File: src/rtl/pattern_pkg.sv
// -----------------------------------------------------------------------------
// pattern_pkg
// Shared types and constants for the pattern tick controller and the
// downstream shift-register pattern stage.
//   mode_t      : animation mode encoding driven on pattern_tick_ctrl.mode
//   SPEED_*     : speed level limits and the level loaded at reset
//   KEY_*       : bit positions of the buttons inside key_raw
//   next_mode() : mode sequence ROT_L -> ROT_R -> KITT -> OFF -> ROT_L
// -----------------------------------------------------------------------------
package pattern_pkg;

    typedef enum logic [1:0] {
        MODE_ROT_L = 2'd0,
        MODE_ROT_R = 2'd1,
        MODE_KITT  = 2'd2,
        MODE_OFF   = 2'd3
    } mode_t;

    localparam logic [2:0] SPEED_MAX   = 3'd7;
    localparam logic [2:0] SPEED_MIN   = 3'd0;
    localparam logic [2:0] SPEED_RESET = 3'd4;

    localparam int KEY_NEXT  = 0;
    localparam int KEY_UP    = 1;
    localparam int KEY_DOWN  = 2;
    localparam int KEY_PAUSE = 3;

    function automatic mode_t next_mode(input mode_t cur);
        mode_t nxt;
        case (cur)
            MODE_ROT_L: nxt = MODE_ROT_R;
            MODE_ROT_R: nxt = MODE_KITT;
            MODE_KITT:  nxt = MODE_OFF;
            MODE_OFF:   nxt = MODE_ROT_L;
            default:    nxt = MODE_ROT_L;
        endcase
        return nxt;
    endfunction

endpackage

File: src/rtl/key_debounce.sv
// -----------------------------------------------------------------------------
// key_debounce
// One button: 2-flop synchroniser, debounce counter and press pulse.
//   clock   : system clock, rising edge
//   reset   : asynchronous active-high reset
//   key_raw : unsynchronised active-high button
//   press   : registered one-cycle pulse on a debounced 0->1 transition
// The stable value only follows the synchronised input after it has
// disagreed for 2^DEBOUNCE_W consecutive cycles; any agreement restarts
// the count. Releases are debounced the same way but produce no pulse.
// -----------------------------------------------------------------------------
module key_debounce
    import pattern_pkg::*;
#(
    parameter int DEBOUNCE_W = 16
) (
    input  logic clock,
    input  logic reset,
    input  logic key_raw,
    output logic press
);

    localparam logic [DEBOUNCE_W-1:0] CNT_MAX = {DEBOUNCE_W{1'b1}};
    localparam logic [DEBOUNCE_W-1:0] CNT_ONE = {{(DEBOUNCE_W-1){1'b0}}, 1'b1};

    logic                  sync1_q;
    logic                  sync2_q;
    logic                  stable_q;
    logic                  stable_d;
    logic [DEBOUNCE_W-1:0] cnt_q;
    logic [DEBOUNCE_W-1:0] cnt_d;
    logic                  press_q;
    logic                  press_d;

    // Debounce counter, stable-value update and rising-edge detect.
    always_comb begin
        stable_d = stable_q;
        cnt_d    = '0;
        if (sync2_q != stable_q) begin
            if (cnt_q == CNT_MAX) begin
                stable_d = sync2_q;
                cnt_d    = '0;
            end else begin
                stable_d = stable_q;
                cnt_d    = cnt_q + CNT_ONE;
            end
        end else begin
            cnt_d = '0;
        end
        // Pulse is registered alongside the stable flop so that the
        // controlled output moves exactly one edge later.
        press_d = stable_d & ~stable_q;
    end

    // Synchroniser, debounce state and press pulse registers.
    always_ff @(posedge clock or posedge reset) begin
        if (reset) begin
            sync1_q  <= 1'b0;
            sync2_q  <= 1'b0;
            stable_q <= 1'b0;
            cnt_q    <= '0;
            press_q  <= 1'b0;
        end else begin
            sync1_q  <= key_raw;
            sync2_q  <= sync1_q;
            stable_q <= stable_d;
            cnt_q    <= cnt_d;
            press_q  <= press_d;
        end
    end

    assign press = press_q;

endmodule

File: src/rtl/pattern_tick_ctrl.sv
// -----------------------------------------------------------------------------
// pattern_tick_ctrl
// Button-driven controller for an LED pattern stage: debounces four keys,
// keeps animation mode, speed level and pause state, and produces the
// pattern-advance strobe from a power-of-two tick divider.
//   clock   : system clock, rising edge
//   reset   : asynchronous active-high reset (deassertion synchronised
//             outside this block)
//   key_raw : [0] next mode, [1] speed up, [2] speed down, [3] pause toggle
//   mode    : animation mode (pattern_pkg::mode_t encoding)
//   step_en : one-cycle advance strobe, high while divider == P-1
//   speed   : speed level 0 (slowest) .. 7 (fastest)
//   paused  : high while ticking is suspended
// Tick period P = 2^(BASE_DIV_W+7-speed) cycles.
// -----------------------------------------------------------------------------
module pattern_tick_ctrl
    import pattern_pkg::*;
#(
    parameter int DEBOUNCE_W = 16,
    parameter int BASE_DIV_W = 19
) (
    input  logic       clock,
    input  logic       reset,
    input  logic [3:0] key_raw,
    output logic [1:0] mode,
    output logic       step_en,
    output logic [2:0] speed,
    output logic       paused
);

    // Wide enough for P-1 at the slowest speed.
    localparam int DIV_W = BASE_DIV_W + 7;
    localparam logic [DIV_W-1:0] DIV_ONE = {{(DIV_W-1){1'b0}}, 1'b1};
    localparam logic [DIV_W:0]   P_ONE   = {{DIV_W{1'b0}}, 1'b1};

    // Terminal divider count P-1 for a speed level. At speed 0 the shifted
    // one falls off the top and the subtraction wraps to all ones.
    function automatic logic [DIV_W-1:0] period_m1(input logic [2:0] spd);
        logic [DIV_W:0] p;
        p = P_ONE << (DIV_W - int'(spd));
        return p[DIV_W-1:0] - DIV_ONE;
    endfunction

    logic [3:0]       press;

    mode_t            mode_q;
    mode_t            mode_d;
    logic [2:0]       speed_q;
    logic [2:0]       speed_d;
    logic             paused_q;
    logic             paused_d;
    logic [DIV_W-1:0] div_q;
    logic [DIV_W-1:0] div_d;
    logic             step_q;
    logic             step_d;
    logic             speed_chg;

    genvar gi;
    for (gi = 0; gi < 4; gi++) begin : g_key
        key_debounce #(
            .DEBOUNCE_W (DEBOUNCE_W)
        ) u_key_debounce (
            .clock   (clock),
            .reset   (reset),
            .key_raw (key_raw[gi]),
            .press   (press[gi])
        );
    end

    // Mode, speed and pause updates from press events.
    always_comb begin
        mode_d   = mode_q;
        speed_d  = speed_q;
        paused_d = paused_q;

        if (press[KEY_NEXT]) begin
            mode_d = next_mode(mode_q);
        end else begin
            mode_d = mode_q;
        end

        // Simultaneous up and down cancel.
        if (press[KEY_UP] && !press[KEY_DOWN]) begin
            if (speed_q != SPEED_MAX) begin
                speed_d = speed_q + 3'd1;
            end else begin
                speed_d = speed_q;
            end
        end else if (press[KEY_DOWN] && !press[KEY_UP]) begin
            if (speed_q != SPEED_MIN) begin
                speed_d = speed_q - 3'd1;
            end else begin
                speed_d = speed_q;
            end
        end else begin
            speed_d = speed_q;
        end

        paused_d = paused_q ^ press[KEY_PAUSE];
    end

    // Tick divider and advance strobe.
    always_comb begin
        speed_chg = (speed_d != speed_q);
        div_d     = div_q;

        // A speed change restarts the period; pause freezes the count
        // from the cycle after the pause event takes effect.
        if (speed_chg) begin
            div_d = '0;
        end else if (paused_q) begin
            div_d = div_q;
        end else if (div_q == period_m1(speed_q)) begin
            div_d = '0;
        end else begin
            div_d = div_q + DIV_ONE;
        end

        // Look ahead at the next divider value so the registered strobe
        // sits in the same cycle as divider == P-1.
        step_d = !speed_chg && !paused_d && (div_d == period_m1(speed_d));
    end

    // Control state and output registers.
    always_ff @(posedge clock or posedge reset) begin
        if (reset) begin
            mode_q   <= MODE_ROT_L;
            speed_q  <= SPEED_RESET;
            paused_q <= 1'b0;
            div_q    <= '0;
            step_q   <= 1'b0;
        end else begin
            mode_q   <= mode_d;
            speed_q  <= speed_d;
            paused_q <= paused_d;
            div_q    <= div_d;
            step_q   <= step_d;
        end
    end

    assign mode    = mode_q;
    assign speed   = speed_q;
    assign paused  = paused_q;
    assign step_en = step_q;

endmodule
File: config.mk
export PLATFORM = sky130hd
export DESIGN_NAME = pattern_tick_ctrl
export DESIGN_NICKNAME = d
export VERILOG_FILES = /design/src/rtl/pattern_pkg.sv /design/src/rtl/key_debounce.sv /design/src/rtl/pattern_tick_ctrl.sv
export SDC_FILE = /design/constraint.sdc
export NUM_CORES = 1
export LEC_CHECK = 0
export CAP_MARGIN = 20
export CORE_MARGIN = 4
export CORE_UTILIZATION = 63
export DETAILED_ROUTE_END_ITERATION = 6
export GPL_TIMING_DRIVEN = 0
export PLACE_DENSITY_LB_ADDON = 0.05
export SYNTH_ARGS = -nofsm -noshare
export SYNTH_HDL_FRONTEND = slang
export SYNTH_HIERARCHICAL = 1
export SYNTH_SLANG_ARGS = --single-unit
File: constraint.sdc
create_clock -name clock -period 3.4 [get_ports clock]
set_input_delay 0.34 -clock clock [delete_from_list [all_inputs] [get_ports clock]]
set_output_delay 0.34 -clock clock [all_outputs]
set_load 0.01 [all_outputs]
==> results of run 1 <==
[area by class of cell]
class | count | area (µm²) | share of cell area (%)
buffer | 26 | 152.6 | 2.123
timing repair buffer | 13 | 147.6 | 2.053
sequential | 113 | 2831 | 39.38
clock inverter | 5 | 55.05 | 0.7656
multi-input combinational | 482 | 3259 | 45.33
clock buffer | 24 | 480.5 | 6.682
tap | 133 | 166.4 | 2.314
inverter | 26 | 97.59 | 1.357
[Yosys cell counts, drive strengths merged, types with 11 or more instances]
| cell | count | area (µm²) |
|---|---|---|
| dfrtp | 112 | 2803 |
| nor2 | 96 | 367.8 |
| xor2 | 66 | 578.1 |
| nand2 | 36 | 165.2 |
| nand3 | 34 | 175.2 |
| nand4 | 29 | 181.4 |
| inv | 26 | 97.59 |
| xnor2 | 25 | 219.0 |
| and4 | 21 | 188.9 |
| and3 | 18 | 117.6 |
| a21oi | 16 | 80.08 |
| ha | 16 | 200.2 |
| buf | 15 | 108.9 |
| and2 | 12 | 80.08 |
| o21ai | 12 | 60.06 |
| clkbuf | 11 | 41.29 |
[state kept, by name, summed over array words and instances (netlist names)]
signal,flops
paused,1
g_key.u_key_debounce/stable_q,4
speed,3
mode,2
g_key.u_key_debounce/sync2_q,4
div_q,26
g_key.u_key_debounce/press,4
step_en,1
g_key.u_key_debounce/sync1_q,4
g_key.u_key_debounce/cnt_q,64
[report_power, final]
group,switching [W],internal [W],total (W)
combinational,0.0000527,0.0000272,0.0000800
sequential,0.0000144,0.00136,0.00138
clock,0.000563,0.00103,0.00159
total,0.000630,0.00242,0.00305
[metal layers]
metal	vias to the layer above	wire (µm)	GRT usage, %
li1	2326	-	-
met1	2364	5638	29.79
met2	102	6695	39.74
met3	16	486	6.448
met4	0	161	11.27
met5	-	0	0
[worst max-delay path: stages (launching register included)]
cell,delay [ns]
dfrtp_2,0.47
inv_1,0.13
ha_1,0.22
clkbuf_1,0.22
or3_1,0.42
a211oi_1,0.30
o221ai_1,0.18
or3_1,0.49
nand2_1,0.25
buf_2,0.27
nor2_1,0.08
[repair_timing]
action                     CTS  global route
resized for setup            0             9
buffers inserted             0             0
hold endpoints to repair     0             0
setup endpoints to repair    0            21
[metrics by stage]
stage,total power (W),std cells,util (%),worst slack [ns],hold WS (ns)
after floorplan,0.001450,647,-,0.5430,0.3038
after global placement,0.001473,792,67.58,0.09060,0.3325
after detailed placement,0.001480,793,67.86,0.06612,0.3347
after CTS,0.003081,822,73.34,0.02632,0.2340
after global routing,0.003161,822,73.57,0.02323,0.2365
final,0.003049,822,73.57,0.2462,0.2580
[worst max-delay path by stage]
stage / start / endpoint / cells after the start / slack [ns]
after CTS: speed[0]$_DFF_PP0_ / step_en$_DFF_PP0_ / 10 / 0.03
after detailed placement: speed[0]$_DFF_PP0_ / step_en$_DFF_PP0_ / 10 / 0.07
final: speed[0]$_DFF_PP0_ / div_q[9]$_DFF_PP0_ / 10 / 0.25
after floorplan: div_q[1]$_DFF_PP0_ / step_en$_DFF_PP0_ / 9 / 0.54
after global placement: div_q[1]$_DFF_PP0_ / step_en$_DFF_PP0_ / 9 / 0.09
after global routing: speed[0]$_DFF_PP0_ / div_q[9]$_DFF_PP0_ / 10 / 0.02
[cell families (layout without fill, tap and decap cells)]
logic type | after synthesis | count (layout) | synth area share (%)
mux | 10 | 10 | 1.942
simple gates | 299 | 299 | 26.53
buf+inv | 52 | 94 | 3.923
xor+xnor | 91 | 91 | 12.62
flops | 113 | 113 | 44.80
compound gates | 64 | 64 | 6.955
fa+ha+maj | 16 | 16 | 3.170
other cells | 1 | 2 | 0.05938
==> impl_metrics.yaml, run 1 <==
route:
  wirelength_um: 12980
  routed_via_density: 5.849
  vias: 4808
  drc: 0
  routedWlPerCell_um: 15.79
  firstDrtPassIters: 4
  drtAntennaViolNets: 0
  drt_iter0_drc: 322
global_route:
  grt_pass1_wl_um: 22250
  grt_use_total_pct: 24.16
  grt_remaining_overflow: 0
  grt_pass1_vias: 4891
  grt_max_degree: 21
  antenna_found_initial: 0
final_layout:
  nets: 701
  final_cell_mix: "110 x dfrtp_1, 95 x nor2_1, 66 x xor2_1"
  final_cell_area_um2: 7191
  fillers: 713
  layout_commonest_cell: "dfrtp_1"
  drive_above_1_share_pct: 12.77
  area_growth_pct: 13.87
  n_antenna_cell: 0
floorplan:
  die_area_um2: 11690
  chipWidth_um: 108.1
  io_pins: 13
  coreArea_um2: 9774
  die_h_um: 108.1
  initial_core_util_pct: 64.61
  rows: 36
sta:
  worst_pin_slew_ns: 0.7673
  setup_viol: 0
  final_hold_viol_count: 0
  period_needed_ns: 3.154
  rsz0062_at_grt: "no"
  fin_crit_sh_pct: 92.76
  maxSlewViolCount: 0
  max-slew-margin-rel_pct: 48.79
  finClkSkew_ns: 0.01215
  fmax_mhz: 317.1
  setup_tns_ns: 0
power:
  cellLeakagePower_nw: 3.218
  peakVddDrop_v: 0.0004059
  powerDensity_nw_per_um2: 424.0
synthesis:
  synth_area_um2: 6315
  synthDistinctLibCells: 66
  seq_area_frac_synth_pct: 44.80
  avgSynthCellArea_um2: 9.775
  synth_cells: 646
  ys_seq_elements: 113
  synth-async-reset-ratio_pct: 100.0
  synth_ff_type: "dfrtp_1"
  synth-edff-count: 0
  yosysWarnings: 6
critical_path:
  cp_data_required_time_ns: 3.80
  endpoint_kind: "flip-flop"
  start_kind: "flip-flop"
  critPathArrivalTime_ns: 3.55
  path_class: "reg2reg"
  crit_fanout: 10
  rr_endpoint: "div_q[9]$_DFF_PP0_"
  r2r_setup_slack_ns: 0.25
  reg2reg_from: "speed[0]$_DFF_PP0_"
  rr_worst_depth: 10
hold_path:
  hold_end: "g_key[3].u_key_debounce/sync1_q$_DFF_PP0_"
  hp-start: "key_raw[3]"
  min_path_type: "in2reg"
  worst_hold_path.num_cells: 1
cts:
  hold_buffers: 0
  clk_pin_slew_worst_paths_ns: 0.05
  cts_buffers: 17
  clk_latency_ns: 0.52
  clock-sinks: 113
  cts.path.max_buffers: 2
  htreeDepth: 4
  ctsRootBufferMaster: "clkbuf_8"
  cts_tree: "yes"
run:
  cap_violations: 0
placed_design:
  place_area_um2: 6633
  numPortBuffers: 12
  place_congestion: 0.9205
  dp_hpwl_um: 8780
status:
  status: "completed"
(Power assumes the default switching activity.)
==> inputs of run 2 (changes only) <==
--- a/config.mk
+++ b/config.mk
@@ -7,7 +7,7 @@
 export LEC_CHECK = 0
 export CAP_MARGIN = 20
 export CORE_MARGIN = 4
-export CORE_UTILIZATION = 63
+export CORE_UTILIZATION = 67
 export DETAILED_ROUTE_END_ITERATION = 6
 export GPL_TIMING_DRIVEN = 0
 export PLACE_DENSITY_LB_ADDON = 0.05
==> constraint.sdc (replaced) <==
create_clock -name clock -period 4.1 [get_ports clock]
set_input_delay 0.41 -clock clock [delete_from_list [all_inputs] [get_ports clock]]
set_output_delay 0.41 -clock clock [all_outputs]
set_load 0.01 [all_outputs]
==> run 2 against run 1 <==
  * Routed wire length up 4.4%
  * Clock power down 16%
  * Final cell count down 2.3%
  * Hold slack better by 0.083 ns
  * Die area down 5.5%
  * Global-route usage up 2.1 points
  * Critical endpoint is now div_q[18]$_DFF_PP0_
  * Highest routed layer unchanged
==> impl_metrics.yaml, run 2 (synthesis gave the netlist of run 1 again) <==
cts:
  cts_tree: "yes"
  htreeDepth: 4
  cts_setup_buffers: 0
  ctsRootBufferMaster: "clkbuf_8"
  clk_pin_slew_worst_paths_ns: 0.06
  cts.path.max_buffers: 2
  postCtsResizedCells: 0
  clk_latency_ns: 0.52
  hold_buffers: 0
  cts_buffers: 17
  clock-sinks: 113
critical_path:
  critPathArrivalTime_ns: 3.75
  r2r_setup_slack_ns: 0.73
  endpoint_kind: "flip-flop"
  cp_data_required_time_ns: 4.48
  crit_fanout: 10
  start_kind: "flip-flop"
  path_class: "reg2reg"
final_layout:
  n_antenna_cell: 0
  top_regs: "g_key.u_key_debounce/cnt_q (64), div_q (26)"
  regMostFlops: "g_key.u_key_debounce/cnt_q"
  nets: 701
  layout_commonest_cell: "dfrtp_1"
  fillers: 562
  area_growth_pct: 13.28
  largest_register_ff_count: 64
  drive_above_1_share_pct: 12.28
  final-instance-count-excl-fill: 803
  final_cell_mix: "112 x dfrtp_1, 95 x nor2_1, 66 x xor2_1"
floorplan:
  die_h_um: 105.1
  die_area_um2: 11040
  initial_core_util_pct: 68.67
  coreArea_um2: 9196
  chipWidth_um: 105.1
  rows: 35
  io_pins: 13
power:
  p_sw_w: 0.0005492
  power_frac_comb_pct: 2.6
  p_int_w: 0.001998
  peakVddDrop_v: 0.0003677
  sw_frac_of_total_pct: 21.56
  cellLeakagePower_nw: 3.229
  p_seq_share_pct: 44.9
  powerDensity_nw_per_um2: 356.1
  power.share.clock_pct: 52.5
sta:
  final_hold_viol_count: 0
  setup_slack_ns: 0.7348
  setup_viol: 0
  max-slew-margin-rel_pct: 48.77
  period_needed_ns: 3.365
  fin_crit_sh_pct: 82.08
  setup_tns_ns: 0
  worst_pin_slew_ns: 0.7677
  finClkSkew_ns: 0.01299
  fmax_mhz: 297.2
  rsz0062_at_grt: "no"
  maxSlewViolCount: 0
route:
  vias: 4806
  firstDrtPassIters: 5
  routed_via_density: 5.985
  wirelength_um: 13560
  drt_iter0_drc: 296
  drtAntennaViolNets: 0
  drc: 0
  routedWlPerCell_um: 16.88
global_route:
  grt_remaining_overflow: 0
  grt_max_degree: 21
  grt_use_total_pct: 26.28
  antenna_found_initial: 0
  grt_pass1_wl_um: 23480
  grt_pass1_vias: 4938
hold_path:
  min_path_type: "in2reg"
placed_design:
  place_congestion: 0.9105
  numPortBuffers: 12
  dp_hpwl_um: 8770
  dp_slack_ns: 0.7588
  dp.cells: 771
run:
  cap_violations: 0
status:
  status: "completed"
[run 2: cell count changes in the layout (fill, tap and decap cells not counted), moves of 2 or more]
| cell | delta |
|---|---|
| clkbuf_2 | -2 |
| clkinv_2 | +4 |
| clkinv_4 | +2 |
| dfrtp_1 | +2 |
| dfrtp_2 | -2 |
| nor4_1 | +2 |
| nor4_2 | -2 |
[run 2: per-layer routing]
layer	vias up	wire, µm	GRT usage, %
li1	2337	-	-
met1	2355	5850	32.52
met2	93	7056	45.33
met3	21	454	5.991
met4	0	195	8.997
met5	-	0	0
[run 2: critical path, cell delays in order, from the launching register on]
cell	delay, ns
dfrtp_1	0.55
inv_1	0.17
ha_1	0.23
clkbuf_1	0.21
nor4_1	0.51
a211oi_1	0.14
a32oi_1	0.19
o221ai_1	0.15
or3_1	0.49
nand2_1	0.25
buf_2	0.27
nor2_1	0.08
[run 2: final timing paths]
check                      depth (start not counted)                                       from                                         end
setup / recovery                                  11                         speed[0]$_DFF_PP0_                         div_q[18]$_DFF_PP0_
hold / removal                                     1                                 key_raw[0]   g_key[0].u_key_debounce/sync1_q$_DFF_PP0_
setup reg to reg                                  11                         speed[0]$_DFF_PP0_                         div_q[18]$_DFF_PP0_
hold reg to reg                                    0  g_key[0].u_key_debounce/sync1_q$_DFF_PP0_   g_key[0].u_key_debounce/sync2_q$_DFF_PP0_
max in group asynchronous                          3                                      reset                          div_q[0]$_DFF_PP0_
min in group asynchronous                          2                                      reset  g_key[0].u_key_debounce/cnt_q[5]$_DFF_PP0_
[run 2: power by group through the flow]
stage | clock [W] | sequential [W] | combinational, W
6_report | 0.00134 | 0.00114 | 0.0000666
2_1_floorplan | 0 | 0.00116 | 0.0000445
5_1_grt | 0.00142 | 0.00114 | 0.0000765
3_3_place_gp | 0 | 0.00116 | 0.0000607
4_1_cts | 0.00136 | 0.00114 | 0.0000683
3_5_place_dp | 0 | 0.00116 | 0.0000670
[run 2: final cells by class]
cell class | instances | area, µm² | share of cell area, %
clock inverter | 10 | 85.08 | 1.189
timing repair buffer | 13 | 147.6 | 2.064
multi-input combinational | 482 | 3242 | 45.32
tap | 111 | 138.9 | 1.942
sequential | 113 | 2829 | 39.55
buffer | 26 | 150.1 | 2.099
inverter | 26 | 97.59 | 1.364
clock buffer | 22 | 462.9 | 6.472
[run 2: stage by stage]
stage | power (W) | hold WS (ns) | instance area, µm² | utilization, %
after floorplan | 0.001202 | 0.3312 | 6319 | -
after global placement | 0.001221 | 0.3316 | 6578 | 71.52
after detailed placement | 0.001228 | 0.3358 | 6605 | 71.82
after CTS | 0.002568 | 0.3236 | 7153 | 77.78
after global routing | 0.002642 | 0.3331 | 7153 | 77.78
final | 0.002547 | 0.3407 | 7153 | 77.78
